--- config.mk ---
export PLATFORM = sky130hd
export DESIGN_NAME = acc_dump
export DESIGN_NICKNAME = d
export VERILOG_FILES = /design/src/rtl/acc_dump.sv
export SDC_FILE = /design/constraint.sdc
export NUM_CORES = 1
export LEC_CHECK = 0
export CORE_ASPECT_RATIO = 1.25
export CORE_MARGIN = 2
export CORE_UTILIZATION = 55
export CTS_CLUSTER_SIZE = 16
export DETAILED_ROUTE_END_ITERATION = 10
export PLACE_DENSITY = 0.84
export SKIP_CTS_REPAIR_TIMING = 1
export SYNTH_ARGS = -nofsm -noshare
export SYNTH_HDL_FRONTEND = slang
export SYNTH_SLANG_ARGS = --single-unit
export TNS_END_PERCENT = 50
--- constraint.sdc ---
create_clock -name clk -period 4.5 [get_ports clk]
set_input_delay 0.9 -clock clk [delete_from_list [all_inputs] [get_ports clk]]
set_output_delay 0.9 -clock clk [all_outputs]
set_load 0.005 [all_outputs]
--- src/rtl/acc_dump.sv ---
// rtl/acc_dump.sv - accumulate-and-dump stage: sums p_len samples per channel, presents sums on ready/valid
module acc_dump #(
    parameter int p_size  = 12,
    parameter int p_len   = 16,
    parameter int p_grow  = 4,
    parameter int p_cnt_w = 4
) (
    input  logic                       clk,
    input  logic                       rst,
    input  logic [2*p_size-1:0]        i_param,
    input  logic [2*p_size-1:0]        i_param_2,
    input  logic                       i_dv,
    input  logic                       i_clr,
    output logic [2*p_size+p_grow-1:0] o_sum,
    output logic [2*p_size+p_grow-1:0] o_sum_2,
    output logic                       o_valid,
    input  logic                       i_ready,
    output logic                       o_overflow
);

    localparam int sw = 2*p_size + p_grow;
    localparam logic [p_cnt_w-1:0] last_cnt = p_cnt_w'(p_len - 1);

    typedef enum logic {FILL, HOLD} state_t;

    state_t             state, state_n;
    logic [sw-1:0]      acc_a, acc_b, acc_a_n, acc_b_n;
    logic [sw-1:0]      sum_a, sum_b;
    logic [sw-1:0]      o_sum_n, o_sum_2_n;
    logic [p_cnt_w-1:0] cnt, cnt_n;
    logic               overflow_n;
    logic               take, dump;

    // Clear wins over a coincident sample; the dump includes the same-cycle sample.
    assign take  = i_dv & ~i_clr;
    assign dump  = take & (cnt == last_cnt);
    assign sum_a = acc_a + sw'(i_param);
    assign sum_b = acc_b + sw'(i_param_2);

    assign o_valid = (state == HOLD);

    always_ff @(posedge clk or posedge rst) begin
        if (rst) begin
            state      <= FILL;
            acc_a      <= '0;
            acc_b      <= '0;
            cnt        <= '0;
            o_sum      <= '0;
            o_sum_2    <= '0;
            o_overflow <= 1'b0;
        end else begin
            state      <= state_n;
            acc_a      <= acc_a_n;
            acc_b      <= acc_b_n;
            cnt        <= cnt_n;
            o_sum      <= o_sum_n;
            o_sum_2    <= o_sum_2_n;
            o_overflow <= overflow_n;
        end
    end

    always_comb begin
        state_n    = state;
        acc_a_n    = acc_a;
        acc_b_n    = acc_b;
        cnt_n      = cnt;
        o_sum_n    = o_sum;
        o_sum_2_n  = o_sum_2;
        overflow_n = o_overflow;

        if (i_clr) begin
            acc_a_n    = '0;
            acc_b_n    = '0;
            cnt_n      = '0;
            overflow_n = 1'b0;
        end else if (dump) begin
            acc_a_n = '0;
            acc_b_n = '0;
            cnt_n   = '0;
        end else if (take) begin
            acc_a_n = sum_a;
            acc_b_n = sum_b;
            cnt_n   = cnt + 1'b1;
        end

        case (state)
            FILL: begin
                if (dump) begin
                    o_sum_n   = sum_a;
                    o_sum_2_n = sum_b;
                    state_n   = HOLD;
                end
            end
            HOLD: begin
                if (i_ready) begin
                    if (dump) begin
                        o_sum_n   = sum_a;
                        o_sum_2_n = sum_b;
                    end else begin
                        state_n = FILL;
                    end
                end else if (dump) begin
                    // Consumer stalled: the fresh result is dropped and the loss is flagged.
                    overflow_n = 1'b1;
                end
            end
            default: state_n = FILL;
        endcase
    end

endmodule
### After elaboration in Yosys (flattened, before gate mapping)

Cells that the tools add are included.

| storage, ports and cells | value |
|---|---|
| flip-flop bits (word level) | 118 |
| input port bits | 53 |
| logic and storage cells | 39 |

| operators by class | value |
|---|---|
| reduce and logical (&&, ||, !) cells | 1 |
| add/subtract/negate cells | 3 |
| eq/ne operators | 2 |
| bitwise gates (word level) | 4 |
| multiplexer cells | 22 |

Operator list:

| kind | number |
|---|---|
| 28-bit two-way mux | 10 |
| 28-bit case mux with 2 select lines | 2 |
| 28-bit by 24-bit adder with 28-bit output | 2 |
| 4-bit two-way mux | 3 |
| 1-bit two-way mux | 6 |
| 4-bit by 1-bit adder with 4-bit output (second input constant) | 1 |
| 4-bit == test (second input constant) | 1 |
| 3-bit nonzero test | 1 |
| 1-bit bitwise AND | 2 |
| 2-bit != test (second input constant) | 1 |
| 1-bit inverter | 2 |
| 1-bit case mux with 2 select lines | 1 |

### Logic depth before layout (Yosys ltp)

Gate-level depths: netlist (run 1).

| depth | value |
|---|---|
| word-level depth | 6 |
| mapped depth | 11 |

### Worst setup path before layout (run 1)

Ideal clock, no wire load.

| timing | value |
|---|---|
| path type | input to register |
| from | in i_param_2[0] |
| to | reg o_sum_2[22] |
| path buffers | 0 |
| stages on the path | 11 |
| data arrival time | 3.035 ns |
| data required time | 4.375 ns |
| setup slack | 1.340 ns |
| setup time | 0.125 ns |
| path through | ha_1 -> inv_1 -> fa_1 -> and2b_1 -> o2111ai_2 -> a211oi_1 -> or4b_4 -> a31oi_4 -> o41ai_2 -> xor2_1 -> mux2_4 |

| on the way | value |
|---|---|
| longest elaborated chain between the ends | 4 |

RTL lines:

| item | line | source |
|---|---|---|
| start, declared | 11 | `input logic [2*p_size-1:0] i_param_2,` |
| 28-bit by 24-bit adder with 28-bit output * | 38 | `assign sum_b = acc_b + sw'(i_param_2);` |
| 28-bit two-way mux * | 88, 96 |  |
| 28-bit two-way mux | 95 | `if (i_ready) begin` |
| 28-bit case mux with 2 select lines * | 86 | `case (state)` |
| end signal, assigned | 57 | `o_sum_2 <= o_sum_2_n;` |
| end, declared | 15 | `output logic [2*p_size+p_grow-1:0] o_sum_2,` |

Mark *: on every way between the ends. The rest lies on a longest branch, timed or not. The select of a mux whose other input is x is not followed.
A chain may end at the register's enable or synchronous reset.

### Worst setup path in the final report (run 1)

Ends and elaborated chain as after synthesis.

==> flow_metrics.env, run 1 <==
export IMPL_setup_violations=0
export IMPL_ys_ff_latch=118
export IMPL_area_growth_synth_to_final_pct=25.95
export IMPL_nNetsFinal=935
export IMPL_worstPathMaxFanout=3
export IMPL_die_w_um=104.9
export IMPL_slowest_delay_ns=0.48
export IMPL_dr_total_vias=5914
export IMPL_syn_inst=724
export IMPL_slowest_stage="clkdlybuf4s50_1"
export IMPL_grt_setup_unrepaired="false"
export IMPL_synthTopCellsByArea="dfrtp_1, ha_1, nand2_1"
export IMPL_start_util=0.5575
export IMPL_grt_pass1_wl_mm=29.41
export IMPL_hold_start="o_sum_2[10]$_DFFE_PP0P_"
export IMPL_drive_gt1_frac=0.09739
export IMPL_post_route_period_util=0.7651
export IMPL_layout_setup_ws_ns=1.057
export IMPL_post_drt_wl_per_cell_um=17.36
export IMPL_firstDrtPassIters=7
export IMPL_io_pins=111
export IMPL_path_clk_slew_ns=0.05
export IMPL_syn_avg_cell_area_um2=9.662
export IMPL_synthArstFlopShare=1.000
export IMPL_ys_seq_area_frac=0.4221
export IMPL_yosysMostFrequentCell="nand2_1"
export IMPL_placed_area_um2=8263
export IMPL_max_cap_violations=0
export IMPL_hold_path_class="register to register"
export IMPL_skew_ns=0.007676
export IMPL_p_switching_mw=1.046
export IMPL_ir_drop_mv=0.2362
export IMPL_antenna_found_initial=0
export IMPL_drc_errors=0
export IMPL_status="finished clean"
export IMPL_power_share_switching=0.3093
export IMPL_num_antenna_cells=0
export IMPL_synth_area_leader_cell="dfrtp_1"
export IMPL_die_h_um=130.1
export IMPL_cts_tree="built"
export IMPL_ant_nets=0
export IMPL_design_area_um2=8811
export IMPL_dp_hpwl_mm=12.39
export IMPL_synth_top_cells_by_count="nand2_1, dfrtp_1, a21oi_1, ha_1, a22o_1"
export IMPL_power_density_nw_per_um2=383.9
export IMPL_cp_buffers_inverters=2
export IMPL_p_leak_nw=4.203
export IMPL_fp_row_count=46
export IMPL_path_delay_family="compound AO/OA/AOI/OAI gates"
export IMPL_synth_area_um2=6995
export IMPL_fmax_ghz=0.2904
export IMPL_cp_arrival_ns=3.75
export IMPL_cts_max_level=4
export IMPL_core_um2=12550
export IMPL_wl_mm=17.53
export IMPL_fin_cells=1010
export IMPL_drtIter0Drc=257
export IMPL_grt_overflow_total=0
export IMPL_final_fill_count=971
export IMPL_reg2reg_from="acc_b[0]$_DFFE_PP0P_"
export IMPL_drv_slew=0
export IMPL_worst_setup_path_start_kind="input port"
export IMPL_sequentialPowerShare=0.353
export IMPL_cts_buffer_depth=2
export IMPL_clkLatencyLatePin_ns=0.42
export IMPL_dp_cells=980
export IMPL_synth_top_area_share=0.4221
export IMPL_synth_edf_count=0
export IMPL_fin_crit_ns=3.443
export IMPL_p_int_mw=2.336
export IMPL_syn_nets=828
export IMPL_path_cells="clkdlybuf4s50_1 > ha_1 > inv_1 > fa_1 > and2b_1 > o2111ai_2 > a211oi_1 > or4b_4 > a31oi_4 > o41ai_2 > xor2_1 > mux2_4"
export IMPL_worstSetupPathType="input port to register"
export IMPL_slew_headroom=0.2651
export IMPL_cts_root_buf="clkbuf_16"
export IMPL_preCtsSetupSlack_ns=0.6100
export IMPL_crit_required_ns=4.80
export IMPL_yosys_most_used_dff="dfrtp_1"
export IMPL_crit_path_start="i_param_2[0]"
export IMPL_hold_viol=0
export IMPL_synthDistinctLibCells=68
export IMPL_die_area_um2=13640
export IMPL_crit_path_end_kind="register"
export IMPL_vias_per_cell=5.855
export IMPL_worstMarginPinSlew_ns=1.102
export IMPL_yosysWarnings=0
export IMPL_grt_usage=0.2718
export IMPL_port_buffers=110
export IMPL_grt_max_degree=71
export IMPL_cts_buffers=17
export IMPL_cts_sinks=118
export IMPL_setup_tns_ns=0
export IMPL_clkPwrFrac=0.370
export IMPL_grt_pass1_vias=6223
export IMPL_p_comb_frac=0.277
export IMPL_gp_congestion=0.9026
## power by group through the flow
stage | combinational, mW | sequential (mW) | clock (mW)
floorplan | 0.721 | 1.19 | 0
global placement | 0.876 | 1.20 | 0
detailed placement | 0.910 | 1.21 | 0
CTS | 0.928 | 1.19 | 1.26
global route | 1.03 | 1.20 | 1.31
finish | 0.938 | 1.19 | 1.25
## worst paths after layout
kind | slack, ns | endpoint | cells after the start
setup / recovery | 1.06 | o_sum_2[22]$_DFFE_PP0P_ | 12
hold / removal | 0.47 | o_sum_2[10]$_DFFE_PP0P_ | 2
min in group asynchronous | 1.02 | o_sum_2[0]$_DFFE_PP0P_ | 2
hold reg to reg | 0.47 | o_sum_2[10]$_DFFE_PP0P_ | 2
setup reg to reg | 1.64 | o_sum_2[22]$_DFFE_PP0P_ | 11
max in group asynchronous | 2.60 | o_sum_2[19]$_DFFE_PP0P_ | 3
## through the flow
| stage | power [mW] | hold slack [ns] | utilization |
|---|---|---|---|
| floorplan | 1.906 | 0.4698 | - |
| global placement | 2.078 | 0.4572 | 0.6586 |
| detailed placement | 2.118 | 0.4611 | 0.6586 |
| CTS | 3.380 | 0.4744 | 0.7022 |
| global route | 3.550 | 0.4960 | 0.7022 |
| finish | 3.382 | 0.4709 | 0.7022 |
## cells in the final DEF, fill, tap and decap left out, types with 7 or more instances in the layout
| master | n |
|---|---|
| mux2_2 | 19 |
| o21ai_0 | 36 |
| nand3_1 | 18 |
| o21a_1 | 7 |
| clkbuf_16 | 17 |
| a21oi_1 | 51 |
| nand2b_1 | 12 |
| buf_4 | 8 |
| xor2_1 | 17 |
| ha_1 | 49 |
| a21o_1 | 15 |
| dfrtp_1 | 118 |
| clkdlybuf4s50_1 | 110 |
| xnor2_1 | 34 |
| a22o_1 | 45 |
| nand2_1 | 129 |
| nor2_1 | 30 |
| inv_1 | 18 |
| clkbuf_8 | 7 |
## worst reg2reg max path, stage by stage, from the launching register on
cell,delay (ns)
dfrtp_1,0.37
ha_1,0.21
inv_1,0.07
fa_1,0.39
and2b_1,0.26
o2111ai_2,0.14
a211oi_1,0.27
or4b_4,0.20
a31oi_4,0.10
o41ai_2,0.34
xor2_1,0.14
mux2_4,0.27
## final cells by class
| class | count | area (um^2) | share of cell area |
|---|---|---|---|
| Inverter | 19 | 73.82 | 0.008378 |
| Timing Repair Buffer | 119 | 1181 | 0.1341 |
| Clock inverter | 3 | 15.01 | 0.001704 |
| Sequential cell | 118 | 2953 | 0.3351 |
| Tap cell | 168 | 210.2 | 0.02386 |
| Clock buffer | 27 | 533.0 | 0.06049 |
| Multi-Input combinational cell | 556 | 3845 | 0.4364 |
## metal layers
layer / track usage / vias to the layer above / share of wire
met5: 0 / - / 0
met3: 0.05744 / 50 / 0.043
met4: 0.1255 / 0 / 0.028
met1: 0.3036 / 2878 / 0.40
li1: - / 2800 / -
met2: 0.4985 / 186 / 0.52
## registers in the layout, summed over array words and instances (netlist names)
signal and count:
o_sum_2 28, o_sum 28, o_overflow 1, acc_a 28, o_valid 1, acc_b 28
cnt 4
## cells by family (layout without fill, tap and decap cells)
kind of cell / Yosys count / after routing / synth area share
and+or+nand+nor: 227 / 227 / 0.1442
DFF: 118 / 118 / 0.4221
xor gates and xnor gates: 51 / 51 / 0.06385
buffers and inverters: 50 / 168 / 0.03058
adders and majority gates: 51 / 51 / 0.09336
AOI/OAI and AO/OA: 206 / 206 / 0.2118
muxes: 21 / 21 / 0.03416
Power figures use the tool's default switching activity.
==> run 2: changes to the inputs <==
==> constraint.sdc (replaced) <==
create_clock -name clk -period 3.17 [get_ports clk]
set_input_delay 0.634 -clock clk [delete_from_list [all_inputs] [get_ports clk]]
set_output_delay 0.634 -clock clk [all_outputs]
set_load 0.005 [all_outputs]
==> flow_metrics.env, run 2 (same netlist as run 1, synthesis figures left out) <==
export IMPL_setup_tns_ns=0
export IMPL_power_share_switching=0.3071
export IMPL_layout_setup_ws_ns=0.06429
export IMPL_sequentialPowerShare=0.324
export IMPL_antenna_found_initial=0
export IMPL_multi_input_area_um2=3877
export IMPL_setup_violations=0
export IMPL_ir_drop_mv=0.3349
export IMPL_hold_viol=0
export IMPL_port_buffers=110
export IMPL_crit_path_end_kind="register"
export IMPL_io_pins=111
export IMPL_worstMarginPinSlew_ns=0.6113
export IMPL_cts_buffers=17
export IMPL_path_delay_family="simple AND/OR/NAND/NOR gates"
export IMPL_finalPower_mw=5.233
export IMPL_nNetsFinal=990
export IMPL_cts_root_buf="clkbuf_16"
export IMPL_num_antenna_cells=0
export IMPL_dr_total_vias=6268
export IMPL_grt_setup_unrepaired="true"
export IMPL_slew_headroom=0.5916
export IMPL_ant_nets=0
export IMPL_drtIter0Drc=271
export IMPL_grt_overflow_total=0
export IMPL_status="finished clean"
export IMPL_cts_buffer_depth=2
export IMPL_wl_mm=19.13
export IMPL_worstPathMaxFanout=4
export IMPL_ff2ff_path_depth=12
export IMPL_max_cap_violations=0
export IMPL_cts_sinks=118
export IMPL_gp_congestion=0.8889
export IMPL_dp_hpwl_mm=13.53
export IMPL_die_area_um2=13640
export IMPL_placed_area_um2=8707
export IMPL_grt_pass1_vias=6703
export IMPL_design_area_um2=9371
export IMPL_post_route_period_util=0.9797
export IMPL_hold_start="o_sum[6]$_DFFE_PP0P_"
export IMPL_clkLatencyLatePin_ns=0.42
export IMPL_fmax_ghz=0.3220
export IMPL_vias_per_cell=5.874
export IMPL_cts_max_level=4
export IMPL_regToRegEndpoint="o_sum_2[24]$_DFFE_PP0P_"
export IMPL_skew_ns=0.006895
export IMPL_slowest_delay_ns=0.54
export IMPL_timing_hold_ws_ns=0.4735
export IMPL_hold_path_class="register to register"
export IMPL_layout_commonest_cell="nand2_1"
export IMPL_p_switching_mw=1.607
export IMPL_die_h_um=130.1
export IMPL_firstDrtPassIters=4
export IMPL_reg2reg_from="acc_b[0]$_DFFE_PP0P_"
export IMPL_p_comb_frac=0.294
export IMPL_cts_tree="built"
export IMPL_worstSetupPathType="input port to register"
export IMPL_final_fill_count=857
export IMPL_drv_slew=0
export IMPL_grt_max_degree=50
export IMPL_cp_arrival_ns=3.43
export IMPL_crit_cells=12
export IMPL_start_util=0.5575
export IMPL_clkPwrFrac=0.382
export IMPL_grt_pass1_wl_mm=31.88
export IMPL_core_um2=12550
export IMPL_final_cell_mix="nand2_1, dfrtp_1, clkdlybuf4s50_1"
export IMPL_path_clk_slew_ns=0.06
export IMPL_area_growth_synth_to_final_pct=33.97
export IMPL_p_int_mw=3.626
export IMPL_p_leak_nw=4.503
export IMPL_whs_path_depth=2
export IMPL_ff_latch_area_um2=2953
export IMPL_slowest_stage="or4_1"
export IMPL_path_cells="clkdlybuf4s50_1 > ha_1 > inv_1 > fa_1 > nand2b_1 > a21oi_2 > o21ai_2 > o22ai_4 > a211o_1 > nand2_1 > or4_1 > o21ai_0"
export IMPL_reg2reg_slack_ns=0.30
export IMPL_worst_setup_path_start_kind="input port"
export IMPL_crit_required_ns=3.50
export IMPL_fin_crit_ns=3.106
export IMPL_die_w_um=104.9
export IMPL_grt_usage=0.2945
export IMPL_cp_buffers_inverters=2
export IMPL_drive_gt1_frac=0.1635
export IMPL_drc_errors=0
export IMPL_power_density_nw_per_um2=558.4
export IMPL_fp_row_count=46
export IMPL_hold_end="o_sum[6]$_DFFE_PP0P_"
export IMPL_preCtsSetupSlack_ns=-0.4362
export IMPL_post_drt_wl_per_cell_um=17.93
## run 2: cell count changes in the layout (fill, tap and decap cells not counted), moves of 2 or more
cell	delta
buf_4	+51
clkinvlp_4	+5
clkbuf_8	-4
buf_12	+3
bufinv_16	+3
clkbuf_1	-2
## run 2: how the worst max path moves through the flow
stage	start	slack (ns)	end
final	i_param[0]	0.06	acc_a[26]$_DFFE_PP0P_
after global routing	i_param[0]	-0.07	acc_a[26]$_DFFE_PP0P_
after CTS	i_param_2[0]	-0.01	o_sum_2[24]$_DFFE_PP0P_
after detailed placement	i_param_2[0]	-0.44	o_sum_2[22]$_DFFE_PP0P_
after global placement	i_param_2[0]	-0.29	o_sum_2[22]$_DFFE_PP0P_
after floorplan	i_param_2[0]	0.28	o_sum_2[22]$_DFFE_PP0P_
## run 2: metal layers
metal,vias up,track usage,share of wire
li1,2912,-,-
met1,3070,0.3226,0.38
met2,219,0.5462,0.54
met3,67,0.05594,0.044
met4,0,0.1490,0.036
met5,-,0,0
## run 2: final cells by class
cell class,instances,area share
clock buffers,21,0.05020
flip-flops and latches,118,0.3151
inverters,19,0.008011
repair buffers,174,0.1748
clock inverters,11,0.01575
well taps,168,0.02243
multi-input cells,556,0.4138
## run 2: stage by stage
stage	cells	util
floorplan	724	-
global placement	1034	0.6940
detailed placement	1034	0.6940
CTS	1066	0.7432
global route	1067	0.7469
finish	1067	0.7469
## run 2: power by group through the flow
stage                     Clock (mW)  Combinational (mW)  Sequential (mW)
after floorplan                    0                1.02             1.68
after global placement             0                1.41             1.71
after detailed placement           0                1.47             1.72
after CTS                       2.03                1.50             1.69
after global routing            2.10                1.68             1.71
final                           2.00                1.54             1.69
## run 2: tightest hold or removal path, delay by kind of cell (launching register included)
kind,cells,cell delay [ns]
flip-flops,1,0.34
AND/OR/NAND/NOR,2,0.11
